===== src/rtl/wb_ntp_clock.sv =====
// wb_ntp_clock: Wishbone-attached NTP-format (32.32 seconds.fraction) wall
// clock with a programmable per-cycle increment, an atomic 64-bit read path
// through a seconds shadow register, and N_CAP event capture channels.
//
// Ports:
//   i_clk, i_rst_n   clock, asynchronous active-low reset
//   i_wb_*           Wishbone slave (byte address, word index = adr[5:2])
//   o_wb_ack         registered single-cycle acknowledge
//   o_wb_rdt         registered read data, held until the next read
//   i_cap            asynchronous rising-edge capture inputs
//   o_irq            level interrupt, IRQ_EN & |VALID
module wb_ntp_clock #(
  parameter int unsigned CLK_HZ      = 50000000,
  parameter int unsigned SUB_W       = 16,
  parameter logic [31:0] INC_DEFAULT = 32'h0055E63C,
  parameter int unsigned N_CAP       = 2
) (
  input  logic             i_clk,
  input  logic             i_rst_n,
  input  logic [5:0]       i_wb_adr,
  input  logic [31:0]      i_wb_dat,
  input  logic [3:0]       i_wb_sel,
  input  logic             i_wb_we,
  input  logic             i_wb_cyc,
  input  logic             i_wb_stb,
  output logic             o_wb_ack,
  output logic [31:0]      o_wb_rdt,
  input  logic [N_CAP-1:0] i_cap,
  output logic             o_irq
);

  localparam int unsigned ACC_W = 64 + SUB_W;

  localparam logic [3:0] W_TIME_LO = 4'd0;
  localparam logic [3:0] W_TIME_HI = 4'd1;
  localparam logic [3:0] W_INC     = 4'd2;
  localparam logic [3:0] W_CTRL    = 4'd3;

  logic [ACC_W-1:0] acc;
  logic [31:0]      shadow;
  logic [31:0]      stg_lo;
  logic [31:0]      stg_hi;
  logic [31:0]      inc;
  logic             run;
  logic             irq_en;
  logic [N_CAP-1:0] valid;
  logic [N_CAP-1:0] ovr;
  logic [N_CAP-1:0] sync1;
  logic [N_CAP-1:0] sync2;
  logic [N_CAP-1:0] sync3;
  logic [63:0]      cap [N_CAP];

  // CLK_HZ only documents where INC_DEFAULT comes from; byte offset bits are don't-care
  logic unused_bits;
  assign unused_bits = ^{32'(CLK_HZ), i_wb_adr[1:0]};

  // Byte-lane merge of write data into an existing register value
  function automatic logic [31:0] merge_lanes(input logic [31:0] old,
                                               input logic [31:0] wdat,
                                               input logic [3:0]  sel);
    logic [31:0] r;
    r = old;
    for (int b = 0; b < 4; b++) begin
      if (sel[b]) r[8*b +: 8] = wdat[8*b +: 8];
    end
    return r;
  endfunction

  // Bus decode: side effects fire only on the ack-setting edge
  logic [3:0]       word_c;
  logic             access_c;
  logic             wr_c;
  logic             rd_c;
  logic             ctrl_wr_c;
  logic             commit_c;
  logic [31:0]      stg_hi_merged_c;

  assign word_c          = i_wb_adr[5:2];
  assign access_c        = i_wb_cyc & i_wb_stb & ~o_wb_ack;
  assign wr_c            = access_c & i_wb_we;
  assign rd_c            = access_c & ~i_wb_we;
  assign ctrl_wr_c       = wr_c && (word_c == W_CTRL);
  assign commit_c        = wr_c && (word_c == W_TIME_HI);
  assign stg_hi_merged_c = merge_lanes(stg_hi, i_wb_dat, i_wb_sel);

  // Capture/status next state; W1C is applied before the new edge is judged
  logic [N_CAP-1:0] rise_c;
  logic [N_CAP-1:0] clr_valid_c;
  logic [N_CAP-1:0] clr_ovr_c;
  logic [N_CAP-1:0] valid_keep_c;
  logic [N_CAP-1:0] load_c;
  logic [N_CAP-1:0] valid_next_c;
  logic [N_CAP-1:0] ovr_next_c;
  logic             irq_en_next_c;

  assign rise_c        = sync2 & ~sync3;
  assign clr_valid_c   = (ctrl_wr_c && i_wb_sel[1]) ? i_wb_dat[8 +: N_CAP]  : '0;
  assign clr_ovr_c     = (ctrl_wr_c && i_wb_sel[2]) ? i_wb_dat[16 +: N_CAP] : '0;
  assign valid_keep_c  = valid & ~clr_valid_c;
  assign load_c        = rise_c & ~valid_keep_c;
  assign valid_next_c  = valid_keep_c | rise_c;
  assign ovr_next_c    = (ovr & ~clr_ovr_c) | (rise_c & valid_keep_c);
  assign irq_en_next_c = (ctrl_wr_c && i_wb_sel[0]) ? i_wb_dat[1] : irq_en;

  // Read mux from pre-edge state
  logic [31:0] rdata_c;
  always_comb begin
    rdata_c = '0;
    case (word_c)
      W_TIME_LO: rdata_c = acc[SUB_W +: 32];
      W_TIME_HI: rdata_c = shadow;
      W_INC:     rdata_c = inc;
      W_CTRL: begin
        rdata_c[0]            = run;
        rdata_c[1]            = irq_en;
        rdata_c[8 +: N_CAP]   = valid;
        rdata_c[16 +: N_CAP]  = ovr;
      end
      default: begin
        for (int k = 0; k < int'(N_CAP); k++) begin
          if (word_c == 4'(4 + 2*k)) rdata_c = cap[k][31:0];
          if (word_c == 4'(5 + 2*k)) rdata_c = cap[k][63:32];
        end
      end
    endcase
  end

  // Bus registers, time accumulator and interrupt
  always_ff @(posedge i_clk or negedge i_rst_n) begin
    if (!i_rst_n) begin
      o_wb_ack <= 1'b0;
      o_wb_rdt <= '0;
      shadow   <= '0;
      stg_lo   <= '0;
      stg_hi   <= '0;
      inc      <= INC_DEFAULT;
      run      <= 1'b1;
      irq_en   <= 1'b0;
      o_irq    <= 1'b0;
      acc      <= '0;
    end else begin
      o_wb_ack <= access_c;
      if (rd_c) o_wb_rdt <= rdata_c;
      // SEC is frozen by the TIME_LO read so TIME_HI completes an atomic pair
      if (rd_c && word_c == W_TIME_LO) shadow <= acc[ACC_W-1 -: 32];
      if (wr_c) begin
        case (word_c)
          W_TIME_LO: stg_lo <= merge_lanes(stg_lo, i_wb_dat, i_wb_sel);
          W_TIME_HI: stg_hi <= stg_hi_merged_c;
          W_INC:     inc    <= merge_lanes(inc, i_wb_dat, i_wb_sel);
          W_CTRL:    if (i_wb_sel[0]) run <= i_wb_dat[0];
          default:   ;
        endcase
      end
      irq_en <= irq_en_next_c;
      o_irq  <= irq_en_next_c & (|valid_next_c);
      // Commit overrides the increment so the written time is exact
      if (commit_c) begin
        acc <= {stg_hi_merged_c, stg_lo, SUB_W'(0)};
      end else if (run) begin
        acc <= acc + ACC_W'(inc);
      end
    end
  end

  // Capture channels: 2-FF synchronizer, edge-detect flop, capture registers
  always_ff @(posedge i_clk or negedge i_rst_n) begin
    if (!i_rst_n) begin
      sync1 <= '0;
      sync2 <= '0;
      sync3 <= '0;
      valid <= '0;
      ovr   <= '0;
      for (int k = 0; k < int'(N_CAP); k++) cap[k] <= '0;
    end else begin
      sync1 <= i_cap;
      sync2 <= sync1;
      sync3 <= sync2;
      valid <= valid_next_c;
      ovr   <= ovr_next_c;
      for (int k = 0; k < int'(N_CAP); k++) begin
        if (load_c[k]) cap[k] <= acc[SUB_W +: 64];
      end
    end
  end

endmodule


===== config.mk =====
export PLATFORM = sky130hd
export DESIGN_NAME = wb_ntp_clock
export DESIGN_NICKNAME = d
export VERILOG_FILES = /design/src/rtl/wb_ntp_clock.sv
export SDC_FILE = /design/constraint.sdc
export NUM_CORES = 1
export LEC_CHECK = 0
export BUFFER_PORTS_ARGS = -buffer_cell sky130_fd_sc_hd__buf_2
export CAP_MARGIN = 0
export CORE_ASPECT_RATIO = 0.8
export CORE_MARGIN = 2
export CORE_UTILIZATION = 25
export DETAILED_ROUTE_END_ITERATION = 7
export HOLD_SLACK_MARGIN = 0.06
export PLACE_DENSITY = 0.38
export SLEW_MARGIN = 10
export SYNTH_ARGS = -nofsm -noshare
export SYNTH_HDL_FRONTEND = slang
export SYNTH_SLANG_ARGS = --single-unit

===== constraint.sdc =====
create_clock -name i_clk -period 3.27 [get_ports i_clk]
set_input_delay 0.327 -clock i_clk [delete_from_list [all_inputs] [get_ports i_clk]]
set_output_delay 0.327 -clock i_clk [all_outputs]
set_load 0.01 [all_outputs]

## Word-level counts from Yosys, hierarchy flattened

Index checks and enable logic that the tools add are counted.

| word-level totals | value |
|---|---|
| register bits after elaboration | 382 |
| output and inout port bits | 34 |
| word-level logic and storage cells | 87 |

| cells by class | value |
|---|---|
| add/subtract/negate cells | 1 |
| equality and inequality tests | 7 |
| multiplexer cells | 19 |
| bitwise operators | 18 |
| reduce and logical (&&, ||, !) cells | 19 |

Operators by type and width:

| cell | number |
|---|---|
| 80-bit two-way mux | 2 |
| 32-bit two-way mux | 4 |
| 80-bit by 32-bit adder with 80-bit output | 1 |
| 14-bit one-hot mux with 4 select lines | 1 |
| 6-bit one-hot mux with 4 select lines | 2 |
| 8-bit two-way mux | 4 |
| 3-bit AND reduction | 9 |
| 2-bit one-hot mux with 4 select lines | 3 |
| 4-bit by 3-bit equality test with 1-bit output (second input constant) | 4 |
| 2-bit AND | 5 |
| 4-bit by 2-bit equality test with 1-bit output (second input constant) | 2 |
| 2-bit inverter | 4 |
| 1-bit logical AND | 6 |
| 1-bit AND | 5 |
| 4-bit by 1-bit equality test with 1-bit output (second input constant) | 1 |
| 4-bit logical NOT | 1 |
| 2-bit two-way mux | 2 |
| 2-bit OR | 2 |
| 1-bit inverter | 2 |
| 2-bit AND reduction | 1 |
| 2-bit nonzero test | 1 |
| 2-bit OR reduction | 1 |
| 1-bit two-way mux | 1 |

## Longest topological paths before layout

| depth | value |
|---|---|
| depth in word-level cells | 11 |
| mapped depth | 11 |

## Worst setup path after synthesis

No wires, ideal clock.

| timing path | value |
|---|---|
| path kind | flip-flop to flip-flop |
| from | reg acc[0] |
| to | reg acc[74] |
| library setup time | 0.137 ns |
| data arrival time | 2.618 ns |
| required time | 3.133 ns |
| path slack | 0.515 ns |
| stages on the path, launching flop included | 12 |
| buffers on the path | 1 |
| period minus slack after synthesis | 2.755 ns |
| cell sequence | dfrtp_1 ha_1 fa_1 a211oi_1 o21ai_1 o2111ai_1 o21ai_1 a2111oi_2 buf_2 nor4_1 xnor2_1 a21oi_1 |

| on the way | value |
|---|---|
| word-level cells in the longest chain between the ends | 3 |

Ends and longest elaborated chain:

| element | RTL line | text |
|---|---|---|
| start, declared | 39 | `logic [ACC_W-1:0] acc;` |
| start signal, assigned | 159 | `acc <= {stg_hi_merged_c, stg_lo, SUB_W'(0)};` |
| start signal, assigned | 161 | `acc <= acc + ACC_W'(inc);` |
| 80-bit by 32-bit adder with 80-bit output | 161 |  |
| 80-bit two-way mux | 160 | `end else if (run) begin` |
| 80-bit two-way mux | 158 | `if (commit_c) begin` |

No other way between the ends. The select of a mux whose other input is x is not followed.
A chain may end at the register's enable or synchronous reset.

## Final worst setup path

| timing path | value |
|---|---|
| from | reg inc[23] |
| to | reg acc[76] |

| on the way | value |
|---|---|
| word-level cells in the longest chain between the ends | 3 |

Ends and longest elaborated chain:

| element | RTL line | text |
|---|---|---|
| start, declared | 43 | `logic [31:0] inc;` |
| start signal, assigned | 150 | `W_INC: inc <= merge_lanes(inc, i_wb_dat, i_wb_sel);` |
| 80-bit by 32-bit adder with 80-bit output | 161 |  |
| 80-bit two-way mux | 160 |  |
| 80-bit two-way mux | 158 |  |

No other way between the ends. The select of a mux whose other input is x is not followed.

==> reports/qor.yml <==
run_status:
  outcome: "finished, final reports clean"
logic_synthesis:
  synth-edff-count: 0
  post_synth_inst_count: 1769
  synth_largest_type_area_fraction_pct: 47.75
  synth_cell_type_count: 70
  synth_seq_area_share_pct: 49.66
  syn_area_per_cell_sq_um: 10.90
  ys.warnings.count: 0
  asyncSetResetFlopFracSynth_pct: 100.0
  synthesized_flop_and_latch_total: 382
  post-synth-top-area-cell: "sky130_fd_sc_hd__dfrtp_1"
  synth.cells.most_frequent: "sky130_fd_sc_hd__dfrtp_1, sky130_fd_sc_hd__mux2_2, sky130_fd_sc_hd__nand2_1, sky130_fd_sc_hd__o21ai_0, sky130_fd_sc_hd__clkbuf_1"
  syn_area_sq_um: 19290
  most_used_dff_post_synth: "sky130_fd_sc_hd__dfrtp_1"
  netlist_top_cells_area: "sky130_fd_sc_hd__dfrtp_1, sky130_fd_sc_hd__mux2_2, sky130_fd_sc_hd__o21ai_0"
  synthesis.nets: 1851
  cell_with_the_most_instances_after_synthesis: "sky130_fd_sc_hd__dfrtp_1"
cells_and_area:
  ratio_of_cells_with_drive_above_1_in_the_final_layout_pct: 27.89
  finish.net_count: 1987
  area_growth_from_synthesis_to_layout_pct: 20.51
  finish.utilization_pct: 30.29
drt:
  route.vias.total: 14622
  drt_pre_antenna_iters: 6
  remaining_drc_errors: 0
  drt-wirelength-per-cell_um: 23.08
  ant_nets: 0
  drt_iter0_markers: 1135
  route.detailed.vias_per_inst: 4.932
  final_wirelength_um: 68430
power_and_ir_drop:
  leakage_nw: 10.42
  vdd_ir_drop_max_mv: 0.4298
  power_switching_w: 0.004551
  share_comb_of_total_power_pct: 22.4
  power.sequential.fraction_pct: 41.4
  internal_power_w: 0.009668
  pwr-share-clk_pct: 36.1
  power_per_cell_area_nw_per_um2: 611.8
  netSwitchingFraction_pct: 32.00
worst_setup_path:
  critPathMaxFanout: 14
  max_stage_delay_ns: 0.59
  cp.arrival_ns: 3.56
  critical_path_required_ns: 3.73
  crit_path_end_kind: "flip-flop"
  crit_slowest_cell: "sky130_fd_sc_hd__nor4_1"
  cp_cell_sequence: "ha_1, and4_1, and3_1, nand3_1, o21ai_1, a2111oi_4, buf_12, nor4_1, xnor2_1, a21oi_1"
  cpLargestDelayFamily: "simple AND/OR/NAND/NOR gates"
  worstPathBufferInverterCount: 1
  critical_path_class: "flip-flop to flip-flop"
  worstSetupStartpointType: "flip-flop"
timing:
  fin_crit_ns: 3.098
  setup_repair_after_global_routing_missed_its_margin: "no"
  max_clock_freq_ghz: 0.3228
  layout_worst_path_cycle_share_pct: 94.74
  tns_ns: 0
  drv_slew: 0
  worst_clock_skew_ns: 0.03973
  max-slew-margin-rel_pct: 28.94
  setup_viol: 0
  worst-slew-pin-transition_ns: 1.062
  final_report_hold_violation_count: 0
global_route:
  global_route.usage.met3_pct: 2.429
  grt_use_met1_pct: 27.04
  grt_antenna_before_repair: 8
  global_route_total_usage_across_every_layer_pct: 17.30
  gr-max-usage-layer: "met1"
  grt_max_degree: 87
  grt-ovfl-total: 0
  grtUsageMet2_pct: 24.34
  first_global_vias: 14897
  grt_pass1_wl_um: 101900
clocking:
  clock-sinks: 382
  clock_pin_slew_on_the_worst_setup_and_hold_paths_ns: 0.06
  max-clock-path-buffers: 3
  cts_setup_buffers: 0
  clock_tree_from_tritoncts: "done"
  cts_max_level: 2
  cts_buffers: 45
  worst_skew_pair.late_latency_ns: 0.59
  cts-root-buf: "sky130_fd_sc_hd__clkbuf_16"
place:
  placement.io_buffers: 80
  place_hpwl_um: 49820
  globalplace.congestion: 0.8511
floorplan:
  die_h_um: 252.4
  num_io_pins: 83
  die-width_um: 314.5
  coreArea_sq_um: 76740
  std_cell_rows: 91
  start_util_pct: 25.13
  die_area_sq_um: 79400
flow_run:
  max-cap-violations: 0
hold_path:
  hold_path_class: "input pin to flip-flop"
[layer usage]
layer	vias to the layer above	wire length, um
met4	2	1727
met1	7474	36070
met3	92	2964
met2	325	27650
met5	-	13
li1	6729	-
[final cells by class]
type	count	area [sq um]
antenna	2	5.005
fill	7965	53500
multi-input combinational	1256	9291
timing repair buffer	205	1551
clock buffer	68	1303
inverter	15	56.30
sequential	382	9577
tap	1023	1280
clock inverter	14	177.7
[worst paths after layout]
path / end / cells past startpoint / start / slack, ns
max in group asynchronous: acc[37] / 3 / i_rst_n / 1.96
worst min-delay path: stg_lo[22] / 2 / i_wb_dat[22] / 0.09
min in group asynchronous: o_wb_rdt[12] / 2 / i_rst_n / 0.35
worst max-delay path: acc[76] / 10 / inc[23] / 0.17
worst max register to register: acc[76] / 10 / inc[23] / 0.17
worst min register to register: sync2[0] / 0 / sync1[0] / 0.35
[power by group through the flow]
stage | registers (W) | clock network [W] | logic (W)
finish | 0.00589 | 0.00514 | 0.00319
global route | 0.00597 | 0.00549 | 0.00354
CTS | 0.00589 | 0.00531 | 0.00317
floorplan | 0.00575 | 0 | 0.00194
global placement | 0.00595 | 0 | 0.00312
detailed placement | 0.00598 | 0 | 0.00313
[registers in the layout, summed over array words and instances, names as in the netlist, 2 cells and up]
name and cells:
o_wb_rdt 32, acc 80, sync3 2, cap 128, sync2 2, sync1 2
shadow 32, inc 32, ovr 2, stg_hi 32, valid 2, stg_lo 32
[cell families after synthesis]
logic type | share of synthesized area (%)
XOR/XNOR | 2.816
AND/OR/NAND/NOR | 11.73
buffers and inverters | 2.692
adder cells (fa/ha/maj) | 2.180
AO/OA/AOI/OAI | 12.68
flip-flops | 49.66
multiplexers | 18.24
[repair_timing]
action	4_1_cts	5_1_grt
hold buffers	31	0
hold endpoints to repair	159	0
gates resized for setup	0	7
setup endpoints to repair	0	32
[stage by stage]
step	worst slack, ns	instances	hold slack, ns	area, sq um	power [W]
6_report	0.1720	2965	0.08768	23240	0.01422
5_1_grt	0.002728	2963	0.08369	23240	0.01500
4_1_cts	0.1208	2963	0.06139	23190	0.01437
3_5_place_dp	0.1149	2850	0.3371	21400	0.009106
3_3_place_gp	0.06529	2850	0.3402	21400	0.009071
2_1_floorplan	0.5146	1769	0.03141	19290	0.007681
[cells in the final DEF (no fill, tap or decap), drive strengths merged, types with 10 or more instances in the layout]
master         n
nor2          58
nand3         58
nor4          18
nor3b         10
inv           17
nor3          16
and3          19
nand2        175
dlygate4sd3   31
a21oi         82
clkbuf        68
buf          174
xnor2         53
ha            32
nor2b         29
o21ai        148
mux2         248
a211oi        31
nand4         22
a22oi         65
dfstp         14
dfrtp        368
a21o          15
mux2i         59
a31oi         10
nand2b        10
Power figures use the tool's default switching activity.
